<file path="src/rtl/con_ff_unit_if.sv">
// Condition-unit bus interface.
// Groups the operand bus, the condition code, the start/operand-B/clear controls
// and the CON result outputs.
//   master : drives bus, ir_cond, con_start, con_two, opb_valid, con_clear;
//            observes con_out, con_valid, busy, taken_count.
//   slave  : the condition unit itself (mirror of master).
interface con_ff_unit_if #(
  parameter int unsigned BITS  = 32,
  parameter int unsigned CNT_W = 8
) ();
  logic [BITS-1:0]  bus;
  logic [2:0]       ir_cond;
  logic             con_start;
  logic             con_two;
  logic             opb_valid;
  logic             con_clear;
  logic             con_out;
  logic             con_valid;
  logic             busy;
  logic [CNT_W-1:0] taken_count;

  modport master (
    output bus, ir_cond, con_start, con_two, opb_valid, con_clear,
    input  con_out, con_valid, busy, taken_count
  );

  modport slave (
    input  bus, ir_cond, con_start, con_two, opb_valid, con_clear,
    output con_out, con_valid, busy, taken_count
  );
endinterface

</file>
<file path="src/rtl/con_ff_unit.sv">
// CON flip-flop unit: evaluates a branch condition from the data bus and
// registers the result for the control unit.
//   Single-operand mode : bus versus zero, result one cycle after con_start.
//   Two-operand mode    : A captured at con_start, compared with the bus in the
//                         cycle opb_valid is high (mode latched from ir_cond).
// Ports:
//   clk  - system clock, all state changes on the rising edge
//   clr  - synchronous active-high reset, overrides every other input
//   cif  - con_ff_unit_if slave: bus, ir_cond, con_start, con_two, opb_valid,
//          con_clear in; con_out, con_valid, busy, taken_count out
module con_ff_unit #(
  parameter int unsigned BITS  = 32,
  parameter int unsigned CNT_W = 8
) (
  input logic          clk,
  input logic          clr,
  con_ff_unit_if.slave cif
);

  typedef enum logic [0:0] {StIdle, StWaitB} state_e;

  state_e           state_q, state_d;
  logic [BITS-1:0]  a_q, a_d;
  logic [2:0]       mode_q, mode_d;
  logic             con_out_q, con_out_d;
  logic             con_valid_q, con_valid_d;
  logic [CNT_W-1:0] cnt_q, cnt_d;

  logic single_res;
  logic two_res;
  logic bus_zero;
  logic bus_neg;
  logic ab_eq;
  logic ab_slt;
  logic ab_ult;

  assign bus_zero = (cif.bus == '0);
  assign bus_neg  = cif.bus[BITS-1];
  assign ab_eq    = (a_q == cif.bus);
  // Full-width compares; no subtract-and-test-sign, so no overflow artefacts.
  assign ab_slt   = ($signed(a_q) < $signed(cif.bus));
  assign ab_ult   = (a_q < cif.bus);

  always_comb begin
    single_res = 1'b0;
    unique case (cif.ir_cond)
      3'b000:  single_res = bus_zero;
      3'b001:  single_res = !bus_zero;
      3'b010:  single_res = !bus_neg;
      3'b011:  single_res = bus_neg;
      3'b100:  single_res = !bus_neg && !bus_zero;
      3'b101:  single_res = bus_neg || bus_zero;
      3'b110:  single_res = 1'b1;
      default: single_res = 1'b0;
    endcase
  end

  // Uses the latched mode; ir_cond is ignored while waiting for operand B.
  always_comb begin
    two_res = 1'b0;
    unique case (mode_q)
      3'b000:  two_res = ab_eq;
      3'b001:  two_res = !ab_eq;
      3'b010:  two_res = !ab_slt;
      3'b011:  two_res = ab_slt;
      3'b100:  two_res = !ab_slt && !ab_eq;
      3'b101:  two_res = ab_slt || ab_eq;
      3'b110:  two_res = !ab_ult;
      default: two_res = ab_ult;
    endcase
  end

  always_comb begin
    state_d     = state_q;
    a_d         = a_q;
    mode_d      = mode_q;
    con_out_d   = con_out_q;
    con_valid_d = 1'b0;
    cnt_d       = cnt_q;

    unique case (state_q)
      StIdle: begin
        if (cif.con_start && !cif.con_two) begin
          // Evaluation wins over a same-cycle con_clear.
          con_out_d   = single_res;
          con_valid_d = 1'b1;
          if (single_res && (cnt_q != {CNT_W{1'b1}})) cnt_d = cnt_q + CNT_W'(1);
        end else if (cif.con_start && cif.con_two) begin
          a_d     = cif.bus;
          mode_d  = cif.ir_cond;
          state_d = StWaitB;
          if (cif.con_clear) con_out_d = 1'b0;
        end else if (cif.con_clear) begin
          con_out_d = 1'b0;
        end
      end
      StWaitB: begin
        // Abort wins over a same-cycle operand B; con_start is ignored here.
        if (cif.con_clear) begin
          con_out_d = 1'b0;
          state_d   = StIdle;
        end else if (cif.opb_valid) begin
          con_out_d   = two_res;
          con_valid_d = 1'b1;
          state_d     = StIdle;
          if (two_res && (cnt_q != {CNT_W{1'b1}})) cnt_d = cnt_q + CNT_W'(1);
        end
      end
      default: state_d = StIdle;
    endcase
  end

  always_ff @(posedge clk) begin
    if (clr) begin
      state_q     <= StIdle;
      a_q         <= '0;
      mode_q      <= '0;
      con_out_q   <= 1'b0;
      con_valid_q <= 1'b0;
      cnt_q       <= '0;
    end else begin
      state_q     <= state_d;
      a_q         <= a_d;
      mode_q      <= mode_d;
      con_out_q   <= con_out_d;
      con_valid_q <= con_valid_d;
      cnt_q       <= cnt_d;
    end
  end

  assign cif.con_out     = con_out_q;
  assign cif.con_valid   = con_valid_q;
  assign cif.busy        = (state_q == StWaitB);
  assign cif.taken_count = cnt_q;

endmodule
</file>
<file path="src/flat_wrapper.sv">
// flat-port wrapper written by rule: the top's interface ports become plain ports
module con_ff_unit_flat 
#(
  parameter int unsigned BITS  = 32,
  parameter int unsigned CNT_W = 8
)
  (clk, clr, cif_bus, cif_ir_cond, cif_con_start, cif_con_two, cif_opb_valid, cif_con_clear, cif_con_out, cif_con_valid, cif_busy, cif_taken_count);
  con_ff_unit_if #(.BITS(BITS), .CNT_W(CNT_W)) cif_i ();
  input logic clk;
  input logic clr;
  input wire logic [$bits(cif_i.bus)-1:0] cif_bus;
  input wire logic [$bits(cif_i.ir_cond)-1:0] cif_ir_cond;
  input wire logic [$bits(cif_i.con_start)-1:0] cif_con_start;
  input wire logic [$bits(cif_i.con_two)-1:0] cif_con_two;
  input wire logic [$bits(cif_i.opb_valid)-1:0] cif_opb_valid;
  input wire logic [$bits(cif_i.con_clear)-1:0] cif_con_clear;
  output wire logic [$bits(cif_i.con_out)-1:0] cif_con_out;
  output wire logic [$bits(cif_i.con_valid)-1:0] cif_con_valid;
  output wire logic [$bits(cif_i.busy)-1:0] cif_busy;
  output wire logic [$bits(cif_i.taken_count)-1:0] cif_taken_count;
  assign cif_i.bus = cif_bus;
  assign cif_i.ir_cond = cif_ir_cond;
  assign cif_i.con_start = cif_con_start;
  assign cif_i.con_two = cif_con_two;
  assign cif_i.opb_valid = cif_opb_valid;
  assign cif_i.con_clear = cif_con_clear;
  assign cif_con_out = cif_i.con_out;
  assign cif_con_valid = cif_i.con_valid;
  assign cif_busy = cif_i.busy;
  assign cif_taken_count = cif_i.taken_count;
  con_ff_unit #(.BITS(BITS), .CNT_W(CNT_W)) u_core (.clk(clk), .clr(clr), .cif(cif_i));
endmodule
</file>
<file path="config.mk">
export PLATFORM = sky130hd
export DESIGN_NAME = con_ff_unit_flat
export DESIGN_NICKNAME = d
export VERILOG_FILES = /design/src/rtl/con_ff_unit_if.sv /design/src/rtl/con_ff_unit.sv /design/src/flat_wrapper.sv
export SDC_FILE = /design/constraint.sdc
export NUM_CORES = 1
export LEC_CHECK = 0
export ABC_AREA = 1
export CAP_MARGIN = 25
export CORE_MARGIN = 4
export CORE_UTILIZATION = 44
export DETAILED_ROUTE_END_ITERATION = 7
export DONT_BUFFER_PORTS = 1
export GPL_TIMING_DRIVEN = 0
export MAX_ROUTING_LAYER = met4
export SKIP_LAST_GASP = 1
export SLEW_MARGIN = 0
export SYNTH_ARGS = -nofsm -noshare
export SYNTH_HDL_FRONTEND = slang
export SYNTH_SLANG_ARGS = --single-unit
</file>
<file path="constraint.sdc">
create_clock -name clk -period 3 [get_ports clk]
set_input_delay 0 -clock clk [delete_from_list [all_inputs] [get_ports clk]]
set_output_delay 0 -clock clk [all_outputs]
set_load 0.02 [all_outputs]
</file>
**Word-level counts from Yosys, hierarchy flattened**

Index checks and enable logic that the tools add are counted.

- Add/sub/neg operators: 1
- Multiplexer cells: 22
- Reductions and logical operators: 20
- Equality and inequality tests: 21
- Order comparisons: 2
- Bitwise gates (word level): 2

Operator list:

| operator | count |
|---|---|
| 32-bit less-than comparator | 2 |
| 8-bit 2-to-1 mux | 5 |
| 32-bit equality test | 1 |
| 32-bit zero test | 1 |
| 3-bit equality test, second input constant | 6 |
| 8-bit one-hot mux with 2 select lines | 1 |
| 1-bit one-hot mux with 7 select lines | 2 |
| 3-bit by 2-bit equality test with 1-bit output, second input constant | 4 |
| 1-bit 2-to-1 mux | 11 |
| 8-bit by 1-bit adder with 8-bit output, second input constant | 1 |
| 8-bit != test, second input constant | 1 |
| 3-bit by 1-bit equality test with 1-bit output, second input constant | 2 |
| 1-bit logical AND | 6 |
| 1-bit zero test | 6 |
| 3-bit zero test | 2 |
| 2-bit != test, second input constant | 3 |
| 1-bit one-hot mux with 2 select lines | 3 |
| 5-bit AND reduction | 1 |
| 2-bit by 1-bit != test with 1-bit output, second input constant | 2 |
| 3-bit by 2-bit != test with 1-bit output, second input constant | 1 |
| 3-bit != test, second input constant | 1 |
| 3-bit AND reduction | 1 |
| 1-bit logical OR | 2 |
| 1-bit NOT | 2 |
| 2-bit AND reduction | 1 |

- Bits in registers: 46
- Logic and storage cells: 74
- Output and inout port bits: 11

**Logic depth before layout (Yosys ltp)**

- Word-level depth: 9
- Gate-level depth with buffers: 25
- Depth with buffers taken out: 24

**Worst setup path after synthesis**

No wires, ideal clock.

- Path kind: reg2reg
- Start: register u_core.a_q[31]
- End: register u_core.cnt_q[5], in the netlist u_core.cif.taken_count[5]
- Arrival time: 1973 ps
- Path buffers: 1
- Stages on the path, launching flop included: 18
- Clock period less this slack: 2082 ps
- Path slack: 918 ps
- Cell sequence: dfxtp_1 ha_1 a21oi_1 o21a_1 nand2_1 a21oi_2 nand3_1 nand3_1 nand2_1 nor2_2 nand2_2 nand3_2 nand2_4 buf_8 nand3_2 nand2_1 inv_2 nor2_2

- Cells in the longest elaborated chain, start to end: 7
- Elaborated cells between the ends (all ways): 12

Ends and longest elaborated chain:

| element | line | source |
|---|---|---|
| start, declared | con_ff_unit.sv:23 | `logic [BITS-1:0] a_q, a_d;` |
| start signal, assigned | con_ff_unit.sv:116 | `a_q <= '0;` |
| start signal, assigned | con_ff_unit.sv:123 | `a_q <= a_d;` |
| 32-bit less-than comparator / 32-bit equality test (equally long branches) | con_ff_unit.sv:41, con_ff_unit.sv:39 |  |
| 1-bit zero test, on equally long branches | con_ff_unit.sv:64, con_ff_unit.sv:66, con_ff_unit.sv:63 |  |
| 1-bit logical AND | con_ff_unit.sv:66 | `3'b100: two_res = !ab_slt && !ab_eq;` |
| 1-bit one-hot mux with 7 select lines (*) | con_ff_unit.sv:61 | `unique case (mode_q)` |
| 1-bit logical AND (*) | con_ff_unit.sv:106 | `if (two_res && (cnt_q != {CNT_W{1'b1}})) cnt_d = cnt_q + CNT_W'(1);` |
| 2-bit != test (no line) (*) | - |  |
| 5-bit AND reduction (no line) (*) | - |  |
| end signal, assigned | con_ff_unit.sv:127 | `cnt_q <= cnt_d;` |
| end, declared | con_ff_unit.sv:27 | `logic [CNT_W-1:0] cnt_q, cnt_d;` |

Mark *: on every way between the ends. The rest lies on a longest branch, timed or not.
A chain may end at the register's enable or synchronous reset.

**Worst setup path in the final report**

- Start: input cif_bus[31]
- End: register u_core.con_out_q, in the netlist u_core.cif.con_out

- Cells in the longest elaborated chain, start to end: 7
- Elaborated cells between the ends (all ways): 19

Ends and longest elaborated chain:

| element | line | source |
|---|---|---|
| start, declared | flat_wrapper.sv:11 | `input wire logic [$bits(cif_i.bus)-1:0] cif_bus;` |
| 32-bit less-than comparator / 32-bit equality test (equally long branches) | con_ff_unit.sv:41, con_ff_unit.sv:39 |  |
| 1-bit zero test, on equally long branches | con_ff_unit.sv:64, con_ff_unit.sv:66, con_ff_unit.sv:63 |  |
| 1-bit logical AND | con_ff_unit.sv:66 |  |
| 1-bit one-hot mux with 7 select lines | con_ff_unit.sv:61 |  |
| 1-bit 2-to-1 mux | con_ff_unit.sv:102 | `end else if (cif.opb_valid) begin` |
| 1-bit 2-to-1 mux | con_ff_unit.sv:99 | `if (cif.con_clear) begin` |
| 1-bit one-hot mux with 2 select lines (*) | con_ff_unit.sv:81 | `unique case (state_q)` |
| end signal, assigned | con_ff_unit.sv:125 | `con_out_q <= con_out_d;` |
| end, declared | con_ff_unit.sv:25 | `logic con_out_q, con_out_d;` |

Mark *: on every way between the ends. The rest lies on a longest branch, timed or not. The select of a mux whose other input is x is not followed.

==> results_dict.tcl <==
set metrics [dict create \
    die_area_um2 8140 \
    slew_headroom 0.615 \
    vias_per_cell 5.21 \
    grt_pass1_wl_um 13000 \
    status "finished, final reports clean" \
    regArea_um2 921 \
    p_int_mw 1.03 \
    grt.total_usage 0.197 \
    ir_drop_v 0.000200 \
    ys_seq_area_frac 0.310 \
    fin_worst_skew_ns 0.00586 \
    sw_frac_of_total 0.290 \
    fin_area_um2 3600 \
    cts_tree "yes" \
    dr_total_vias 2905 \
    drive_above_1_share 0.0582 \
    crit_required_ns 3.24 \
    r2r_start "u_core.a_q[23]" \
    hold_class "in2reg" \
    placed_area_um2 3070 \
    routed_wl_um 7580 \
    hold_violations 0 \
    post-route-period-util 0.930 \
    synthesis.instances 431 \
    fin_setup_tns_ns 0 \
    drt.antenna.violating_nets 0 \
    yosys_warnings 0 \
    startpoint_type "input pin" \
    yosysUniqueCellTypes 28 \
    critical_path.max_fanout 5 \
    syn_area_per_cell_um2 6.90 \
    worstMarginPinSlew_ns 0.572 \
    seqPwrFrac 0.469 \
    overflow 0 \
    crit_arrival_ns 3.03 \
    criticalPathCategory "in2reg" \
    drc 0 \
    io_pins 52 \
    rows 29 \
    drt_iter0_drc 113 \
    grt_pass1_vias 2874 \
    reg2reg_depth 15 \
    synth_async_sr_flop_share 0 \
    critPathCaptureType "flip-flop" \
    setup_viol 0 \
    power_frac_comb 0.214 \
    core_area_um2 6460 \
    fin_crit_ns 2.79 \
    cts_sinks 46 \
    syn_to_final_growth_pct 21.0 \
    min_to "u_core.cif.taken_count[0]" \
    maxSlewViolCount 0 \
    clock_power_share 0.317 \
    nFillCells 627 \
    grt_max_degree 14 \
    worstSkewPairLatency_ns 0.30 \
    clk_path_buf_depth 2 \
    hold_depth 4 \
    antenna_found_initial 0 \
    start_util 0.461 \
    fmax_mhz 358 \
    cts_made_buffers 5 \
    power_density_nw_per_um2 403 \
    multi_input_area_um2 1730 \
    wl_per_cell_um 13.6 \
    insertedDiodeCount 0 \
    total_power_mw 1.45 \
    rrSetupSlack_ns 0.42 \
    rsz0062_at_grt "no" \
    ys_ff_latch 46 \
    drt_pass1_iterations 4 \
    cap_violations 0 \
    synthFlopType "dfxtp_1" \
    p_leak_nw 1.72 \
    clkTransAtPathRegs_ns 0.09 \
    routabilityCongestion 0.885 \
    dpl.hpwl_um 5480 \
    hp-start "cif_con_clear" \
    synth_nets 505 \
    cts_root_buf "clkbuf_8" \
    die_h_um 90.2 \
    htreeDepth 2 \
    syn-cell-area_um2 2980 \
    numPortBuffers 0 \
    die_width_um 90.2 \
    r2r_end "u_core.cif.con_out" \
    synth_edf_count 0 \
    fin_nets 554 \
    p_switching_mw 0.421 \
]
## power groups by stage
stage	Combinational, mW	Clock, mW	Sequential [mW]
after detailed placement	0.264	0	0.696
after floorplan	0.210	0	0.690
after CTS	0.311	0.478	0.682
after global placement	0.257	0	0.695
after global routing	0.360	0.498	0.687
final	0.310	0.460	0.682
## how the worst max path moves through the flow
stage / from / to / slack (ns)
after global placement: u_core.a_q[23] / u_core.cif.taken_count[5] / 0.72
after global routing: cif_bus[11] / u_core.cif.con_out / 0.03
final: cif_bus[31] / u_core.cif.con_out / 0.21
after floorplan: u_core.a_q[31] / u_core.cif.taken_count[5] / 0.92
after detailed placement: u_core.a_q[23] / u_core.cif.taken_count[5] / 0.68
after CTS: cif_bus[31] / u_core.cif.con_out / 0.23
## flip-flops by register name, indices dropped and copies added (netlist names)
name / cells
u_core.cif.taken_count: 8
u_core.cif.con_valid: 1
u_core.cif.con_out: 1
u_core.cif.busy: 1
u_core.mode_q: 3
u_core.a_q: 32
## cells in the mapped netlist, types with 2 or more instances
library cell | n | share of area
nand2_1 | 74 | 0.093
inv_1 | 68 | 0.086
a21oi_1 | 51 | 0.086
dfxtp_1 | 46 | 0.31
o21ai_0 | 40 | 0.067
ha_1 | 33 | 0.14
nor2_1 | 32 | 0.040
nand3_1 | 21 | 0.035
nand4_1 | 15 | 0.032
clkbuf_1 | 9 | 0.011
nor4_1 | 8 | 0.017
nor3_1 | 5 | 0.0084
nand2_2 | 4 | 0.0084
nand3_2 | 4 | 0.013
nor2_2 | 3 | 0.0063
a21oi_2 | 2 | 0.0059
buf_2 | 2 | 0.0034
inv_2 | 2 | 0.0025
nand2_4 | 2 | 0.0076
o21a_1 | 2 | 0.0050
## critical path: stages
cell	delay, ns
dlygate4sd3_1	0.57
inv_2	0.13
nand4_1	0.10
nor2_1	0.16
nand3_1	0.12
nor2_2	0.20
nor2_1	0.08
o21bai_1	0.12
nand2_1	0.06
nand3_1	0.11
nand4_1	0.10
dlygate4sd3_1	0.58
a31oi_1	0.15
dlygate4sd3_1	0.56
## final cells by class
type	instances	share of cell area
multi-input combinational	302	0.481
sequential	46	0.256
timing repair buffer	42	0.117
inverter	71	0.0740
tap	77	0.0268
clock buffer	7	0.0212
buffer	12	0.0163
clock inverter	1	0.00834
## kinds of logic (layout without fill, tap and decap cells)
logic type      Yosys count  count (layout)  share of synthesized area
simple gates            169             169                      0.265
compound gates           98              98                      0.171
buf+inv                  83             133                      0.109
flops                    46              46                      0.310
fa+ha+maj                33              33                      0.139
xor+xnor                  2               2                    0.00589
## layer usage
layer  track usage  wire, um
met1         0.256      3700
met2         0.311      3440
met3        0.0417       358
met4        0.0523        83
met5             -         0
## cell usage in the layout (no fill, tap or decap), types with 8 or more instances in the layout
| cell type | n |
|---|---|
| nand3_1 | 21 |
| dfxtp_1 | 46 |
| nand4_1 | 15 |
| dlygate4sd3_1 | 42 |
| nor2_1 | 31 |
| nor4_1 | 8 |
| inv_1 | 68 |
| a21oi_1 | 51 |
| clkbuf_1 | 11 |
| o21ai_0 | 40 |
| ha_1 | 33 |
| nand2_1 | 74 |
## through the flow
stage | util | hold slack (ns) | instances | setup WS [ns]
2_1_floorplan | - | 0.0691 | 431 | 0.918
3_3_place_gp | 0.476 | 0.0723 | 508 | 0.716
3_5_place_dp | 0.476 | 0.0718 | 508 | 0.684
4_1_cts | 0.557 | 0.138 | 558 | 0.232
5_1_grt | 0.558 | 0.158 | 558 | 0.0293
6_report | 0.558 | 0.154 | 558 | 0.210
## timing repair
action,4_1_cts,5_1_grt
resized for setup,0,1
hold endpoints to repair,38,0
hold buffers,42,0
endpoints found under the setup margin,0,1
setup buffers,0,0
(Power assumes the default switching activity.)
